$ cat config.mk
export PLATFORM = sky130hd
export DESIGN_NAME = fetch_stage_flat
export DESIGN_NICKNAME = d
export VERILOG_FILES = /design/src/rtl/fetch_stage_if.sv /design/src/rtl/fetch_stage.sv /design/src/flat_wrapper.sv
export SDC_FILE = /design/constraint.sdc
export NUM_CORES = 1
export LEC_CHECK = 0
export ABC_AREA = 1
export CORE_AREA = 3 3 134 201
export CTS_CLUSTER_SIZE = 28
export DETAILED_ROUTE_END_ITERATION = 8
export DIE_AREA = 0 0 137 204
export HOLD_SLACK_MARGIN = 0.05
export SLEW_MARGIN = 20
export SYNTH_ARGS = -nofsm -noshare
export SYNTH_HDL_FRONTEND = slang
export SYNTH_SLANG_ARGS = --single-unit
$ cat constraint.sdc
create_clock -name clk -period 1.6 [get_ports clk]
set_clock_uncertainty 0.05 [all_clocks]
set_input_delay 0.16 -clock clk [delete_from_list [all_inputs] [get_ports clk]]
set_output_delay 0.16 -clock clk [all_outputs]
set_load 0.005 [all_outputs]
$ cat src/rtl/fetch_stage_if.sv
// Instruction-memory request/response bus between the fetch stage (master)
// and instruction memory (slave). One outstanding request at a time.
interface fetch_stage_if;
    logic        imem_req;
    logic [31:0] imem_addr;
    logic        imem_rvalid;
    logic [31:0] imem_rdata;

    modport master (
        output imem_req,
        output imem_addr,
        input  imem_rvalid,
        input  imem_rdata
    );

    modport slave (
        input  imem_req,
        input  imem_addr,
        output imem_rvalid,
        output imem_rdata
    );
endinterface

$ cat src/rtl/fetch_stage.sv
// RV32I instruction fetch stage with IF/ID pipeline register, a one-entry
// decode-stall buffer and redirect handling for in-flight memory requests.
module fetch_stage #(
    parameter logic [31:0] RESET_PC = 32'h0000_0000
) (
    input  logic                 clk,
    input  logic                 reset,
    fetch_stage_if.master        imem,
    input  logic                 stall_d,
    input  logic                 pcsrc_e,
    input  logic [31:0]          pctarget_e,
    output logic [31:0]          instr_d,
    output logic [31:0]          pc_d,
    output logic [31:0]          pcplus4_d,
    output logic                 valid_d
);

    localparam logic [31:0] NOP_INSTR        = 32'h0000_0013;
    localparam logic [31:0] PC_ALIGN_MASK    = 32'hFFFF_FFFC;
    localparam logic [31:0] RESET_PC_ALIGNED = RESET_PC & PC_ALIGN_MASK;

    // BUF: word fetched during a decode stall is parked, no request issued.
    // KILL: redirect arrived mid-request; the stale response must be drained.
    typedef enum logic [1:0] {
        S_FETCH = 2'd0,
        S_BUF   = 2'd1,
        S_KILL  = 2'd2
    } state_t;

    state_t      r_state;
    logic [31:0] r_pc_f;
    logic [31:0] r_buf_instr;
    logic [31:0] r_saved_target;
    logic [31:0] r_instr_d;
    logic [31:0] r_pc_d;
    logic [31:0] r_pcplus4_d;
    logic        r_valid_d;

    state_t      w_state_next;
    logic [31:0] w_pc_f_next;
    logic [31:0] w_buf_instr_next;
    logic [31:0] w_saved_target_next;
    logic [31:0] w_instr_d_next;
    logic [31:0] w_pc_d_next;
    logic [31:0] w_pcplus4_d_next;
    logic        w_valid_d_next;

    logic [31:0] w_target;
    logic [31:0] w_pc_plus4;
    logic        w_rvalid;

    assign w_target   = pctarget_e & PC_ALIGN_MASK;
    assign w_pc_plus4 = r_pc_f + 32'd4;
    assign w_rvalid   = imem.imem_rvalid;

    assign imem.imem_req  = !reset && (r_state != S_BUF);
    assign imem.imem_addr = r_pc_f;

    assign instr_d   = r_instr_d;
    assign pc_d      = r_pc_d;
    assign pcplus4_d = r_pcplus4_d;
    assign valid_d   = r_valid_d;

    always_comb begin
        w_state_next        = r_state;
        w_pc_f_next         = r_pc_f;
        w_buf_instr_next    = r_buf_instr;
        w_saved_target_next = r_saved_target;
        w_instr_d_next      = r_instr_d;
        w_pc_d_next         = r_pc_d;
        w_pcplus4_d_next    = r_pcplus4_d;
        w_valid_d_next      = r_valid_d;

        case (r_state)
            S_FETCH: begin
                if (w_rvalid) begin
                    if (pcsrc_e) begin
                        w_pc_f_next    = w_target;
                        w_instr_d_next = NOP_INSTR;
                        w_valid_d_next = 1'b0;
                    end else if (!stall_d) begin
                        w_instr_d_next   = imem.imem_rdata;
                        w_pc_d_next      = r_pc_f;
                        w_pcplus4_d_next = w_pc_plus4;
                        w_valid_d_next   = 1'b1;
                        w_pc_f_next      = w_pc_plus4;
                    end else begin
                        w_buf_instr_next = imem.imem_rdata;
                        w_state_next     = S_BUF;
                    end
                end else begin
                    if (pcsrc_e) begin
                        w_saved_target_next = w_target;
                        w_instr_d_next      = NOP_INSTR;
                        w_valid_d_next      = 1'b0;
                        w_state_next        = S_KILL;
                    end else if (!stall_d) begin
                        w_instr_d_next = NOP_INSTR;
                        w_valid_d_next = 1'b0;
                    end
                end
            end

            S_BUF: begin
                if (pcsrc_e) begin
                    w_pc_f_next    = w_target;
                    w_instr_d_next = NOP_INSTR;
                    w_valid_d_next = 1'b0;
                    w_state_next   = S_FETCH;
                end else if (!stall_d) begin
                    // pc_f was not advanced when the word was parked, so it still names it.
                    w_instr_d_next   = r_buf_instr;
                    w_pc_d_next      = r_pc_f;
                    w_pcplus4_d_next = w_pc_plus4;
                    w_valid_d_next   = 1'b1;
                    w_pc_f_next      = w_pc_plus4;
                    w_state_next     = S_FETCH;
                end
            end

            S_KILL: begin
                if (pcsrc_e) begin
                    w_saved_target_next = w_target;
                end
                if (w_rvalid) begin
                    w_pc_f_next  = pcsrc_e ? w_target : r_saved_target;
                    w_state_next = S_FETCH;
                end
                if (pcsrc_e || !stall_d) begin
                    w_instr_d_next = NOP_INSTR;
                    w_valid_d_next = 1'b0;
                end
            end

            default: begin
                w_state_next = S_FETCH;
            end
        endcase
    end

    always_ff @(posedge clk) begin
        if (reset) begin
            r_state        <= S_FETCH;
            r_pc_f         <= RESET_PC_ALIGNED;
            r_buf_instr    <= 32'd0;
            r_saved_target <= 32'd0;
            r_instr_d      <= NOP_INSTR;
            r_pc_d         <= 32'd0;
            r_pcplus4_d    <= 32'd0;
            r_valid_d      <= 1'b0;
        end else begin
            r_state        <= w_state_next;
            r_pc_f         <= w_pc_f_next;
            r_buf_instr    <= w_buf_instr_next;
            r_saved_target <= w_saved_target_next;
            r_instr_d      <= w_instr_d_next;
            r_pc_d         <= w_pc_d_next;
            r_pcplus4_d    <= w_pcplus4_d_next;
            r_valid_d      <= w_valid_d_next;
        end
    end

endmodule

$ cat src/flat_wrapper.sv
// flat-port wrapper written by rule: the top's interface ports become plain ports
module fetch_stage_flat 
#(
    parameter logic [31:0] RESET_PC = 32'h0000_0000
)
  (clk, reset, stall_d, pcsrc_e, pctarget_e, instr_d, pc_d, pcplus4_d, valid_d, imem_imem_req, imem_imem_addr, imem_imem_rvalid, imem_imem_rdata);
  fetch_stage_if imem_i ();
  input  logic clk;
  input  logic reset;
  input  logic stall_d;
  input  logic pcsrc_e;
  input  logic [31:0] pctarget_e;
  output logic [31:0] instr_d;
  output logic [31:0] pc_d;
  output logic [31:0] pcplus4_d;
  output logic valid_d;
  output wire logic [$bits(imem_i.imem_req)-1:0] imem_imem_req;
  output wire logic [$bits(imem_i.imem_addr)-1:0] imem_imem_addr;
  input wire logic [$bits(imem_i.imem_rvalid)-1:0] imem_imem_rvalid;
  input wire logic [$bits(imem_i.imem_rdata)-1:0] imem_imem_rdata;
  assign imem_imem_req = imem_i.imem_req;
  assign imem_imem_addr = imem_i.imem_addr;
  assign imem_i.imem_rvalid = imem_imem_rvalid;
  assign imem_i.imem_rdata = imem_imem_rdata;
  fetch_stage #(.RESET_PC(RESET_PC)) u_core (.clk(clk), .reset(reset), .imem(imem_i), .stall_d(stall_d), .pcsrc_e(pcsrc_e), .pctarget_e(pctarget_e), .instr_d(instr_d), .pc_d(pc_d), .pcplus4_d(pcplus4_d), .valid_d(valid_d));
endmodule
==> flow_metrics.env <==
export IMPL_status="finished, violations left"
export IMPL_violations="negative setup slack"
export IMPL_drtIter0Drc=499
export IMPL_fmax_mhz=560
export IMPL_clock_sinks=193
export IMPL_grt_util_met2_pct=42.2
export IMPL_routabilityCongestion=0.885
export IMPL_async_reset_ff_share_pct=0
export IMPL_worst_slack_ns=-0.187
export IMPL_clockBufferDepth=2
export IMPL_ys_seq_elements=193
export IMPL_hpwl_um=21100
export IMPL_rr_startpoint="u_core.r_state[0]"
export IMPL_min_path_type="input pin to flop"
export IMPL_routed_wl_um=35600
export IMPL_setup_viol=175
export IMPL_yosys_top_cells_area="dfxtp_1 (44%), nand2_1 (12%), nand3_1 (7.9%), a21oi_1 (7.9%), nor2_1 (7.0%)"
export IMPL_crit_required_ns=1.94
export IMPL_vias_per_cell=5.18
export IMPL_path_clk_slew_ns=0.07
export IMPL_drv_cap=0
export IMPL_syn_area_um2=8790
export IMPL_grt_overflow=0
export IMPL_ios=199
export IMPL_arrival_ns=2.13
export IMPL_drt_first_pass_iters=5
export IMPL_dpl_cell_area_um2=11700
export IMPL_first_global_vias=9562
export IMPL_die_w_um=137
export IMPL_clk_latency_ns=0.44
export IMPL_antenna_found_initial=1
export IMPL_vdd_drop_max_uv=910
export IMPL_worst_setup_path_end_kind="flop"
export IMPL_wl_per_cell_um=18.6
export IMPL_ys_top_cells_by_count="nand2_1 (272), dfxtp_1 (193), nor2_1 (163)"
export IMPL_worstPathCellList="inv_4 > ha_4 > nor2_4 > inv_2 > nand4_1 > buf_6 > inv_8 > buf_12 > buf_8 > buf_16 > a21o_1 > inv_1"
export IMPL_worstHoldStart="pcsrc_e"
export IMPL_rr_worst_depth=12
export IMPL_drive_above_1_share_pct=31.6
export IMPL_yosys_most_used_dff="dfxtp_1"
export IMPL_root_buffer="clkbuf_16"
export IMPL_cts_buffers=17
export IMPL_post_synth_top_count_cell="nand2_1"
export IMPL_area_delta_synth_final_pct=71.4
export IMPL_row_count=71
export IMPL_use_met1_pct=28.2
export IMPL_tightest_slew_ns=0.897
export IMPL_yosysWarnings=0
export IMPL_cts_tree="built"
export IMPL_crit_path_max_incr_delay_ns=0.38
export IMPL_synth_edf_count=0
export IMPL_path_max_fanout=6
export IMPL_synth_top_cell_area_share_pct=44.0
export IMPL_dp_slack_ns=-0.278
export IMPL_route_detailed_drc=0
export IMPL_gr_usage_all_layers_pct=23.9
export IMPL_rsz0062_at_grt="yes"
export IMPL_reg2reg_to="u_core.pcplus4_d[26]"
export IMPL_powerDensity_nw_per_um2=1340
export IMPL_grt_max_degree=70
export IMPL_final_area_um2=15100
export IMPL_crit_type="flop to flop"
export IMPL_reg2reg_slack_ns=-0.19
export IMPL_finalCoreUtilization_pct=59.7
export IMPL_finalSetupTns_ns=-13.46
export IMPL_die_height_um=204
export IMPL_hold_depth=4
export IMPL_whs_endpoint="u_core.imem.imem_addr[0]"
export IMPL_yosysSeqAreaShare_pct=44.0
export IMPL_ys_types=30
export IMPL_layout_nets=1652
export IMPL_met3_usage_pct=4.85
export IMPL_layout_min_cycle_time_ns=1.79
export IMPL_cts_max_level=4
export IMPL_leakagePower_nw=6.17
export IMPL_initial_utilization_pct=34.8
export IMPL_netlist_instances=1278
export IMPL_grt_pass1_wl_um=52700
export IMPL_port_buffers=196
export IMPL_fillCellCount=2181
export IMPL_slew_viol_final=0
export IMPL_whs_ns=0.212
export IMPL_finalCritPeriodShare_pct=112
export IMPL_coreArea_um2=25200
export IMPL_final_hold_viol_count=0
export IMPL_synth_fp_nets=1352
export IMPL_grt_busiest_layer="met2"
export IMPL_slew_headroom_pct=40.2
export IMPL_critPathLaunchType="flop"
export IMPL_multi_input_area_um2=5560
export IMPL_cp_slowest_cell="dfxtp_4"
export IMPL_seqCellArea_um2=3920
export IMPL_die_area_um2=27900
export IMPL_via_count=9949
export IMPL_ant_nets=0
export IMPL_avgSynthCellArea_um2=6.88
export IMPL_yosysTopAreaCell="dfxtp_1"
## stage by stage
| stage | std cells | power [mW] |
|---|---|---|
| 2_1_floorplan | 1278 | 9.12 |
| 3_3_place_gp | 1806 | 12.4 |
| 3_5_place_dp | 1806 | 12.4 |
| 4_1_cts | 1903 | 19.5 |
| 5_1_grt | 1918 | 21.2 |
| 6_report | 1919 | 20.2 |
## kinds of logic (layout without fill, tap and decap cells)
logic type      Yosys count  count (layout)  synth area share, %
compound gates          308             308                 18.4
xor+xnor                 15              15                 1.49
fa+ha+maj                 5               5                0.712
buf+inv                 166             478                 7.66
flops                   193             193                 44.0
other cells               0               1                    0
simple gates            591             591                 27.8
## registers in the layout, indices dropped and copies added, names as in the netlist
register and count:
u_core.imem.imem_addr 32, u_core.instr_d 32, u_core.pc_d 32, u_core.r_buf_instr 32, u_core.r_saved_target 32, u_core.pcplus4_d 30, u_core.r_state 2, u_core.valid_d 1
## metal layers
metal / part of all wire, % / routed length, um
met1: 38 / 13600
met2: 52 / 18600
met3: 5.3 / 1890
met4: 4.1 / 1470
met5: 0.039 / 14
## layout by cell type, fill, tap and decap left out, types with 33 or more instances in the layout
cell / n
nor2_4: 44
a21oi_1: 81
nor2_1: 110
buf_4: 86
dfxtp_1: 160
buf_6: 33
nand3_1: 124
clkdlybuf4s50_1: 162
o21ai_2: 44
nand2_1: 233
a21oi_2: 56
inv_1: 54
o21ai_1: 64
## where the power goes
| group | internal (mW) | leakage [nW] | switching, mW | total (mW) |
|---|---|---|---|---|
| Clock | 2.51 | 0.293 | 1.95 | 4.46 |
| Combinational | 4.64 | 4.29 | 4.90 | 9.54 |
| Sequential | 5.66 | 1.59 | 0.595 | 6.25 |
## what timing repair did
item                                   CTS  global route
gates resized for setup                328           273
setup endpoints to repair              224           199
hold buffers                             1             0
endpoints found under the hold margin    3             0
setup buffers                           45            12
gates cloned                            20            11
pin swaps                               29            53
## worst max-delay path: cells and delay by family, from the launching register on
| family | cells | cell delay, ns |
|---|---|---|
| AOI/OAI and AO/OA | 1 | 0.18 |
| DFF | 1 | 0.38 |
| buffers and inverters | 8 | 0.75 |
| adders and majority gates | 1 | 0.18 |
| and+or+nand+nor | 2 | 0.18 |
## worst max path at each step
stage / to / from / depth (start not counted) / slack, ns
floorplan: u_core.pc_d[2] / u_core.r_state[1] / 11 / -0.002
finish: u_core.pcplus4_d[26] / u_core.r_state[0] / 12 / -0.19
detailed placement: u_core.pcplus4_d[2] / u_core.r_state[1] / 10 / -0.28
global placement: u_core.imem.imem_addr[11] / u_core.r_state[1] / 7 / -0.27
CTS: u_core.pcplus4_d[26] / u_core.r_state[0] / 12 / -0.13
global route: u_core.pcplus4_d[20] / u_core.r_state[0] / 12 / -0.25
## area by class of cell
type                            count  area share [%]
Timing Repair Buffer              374            28.1
Tap cell                          328            2.72
Sequential cell                   193            26.0
Multi-Input combinational cell    919            36.9
Clock buffer                       19            2.94
Antenna cell                        1          0.0166
Clock inverter                     12            1.06
Inverter                           73            2.22
(Power assumes the default switching activity.)
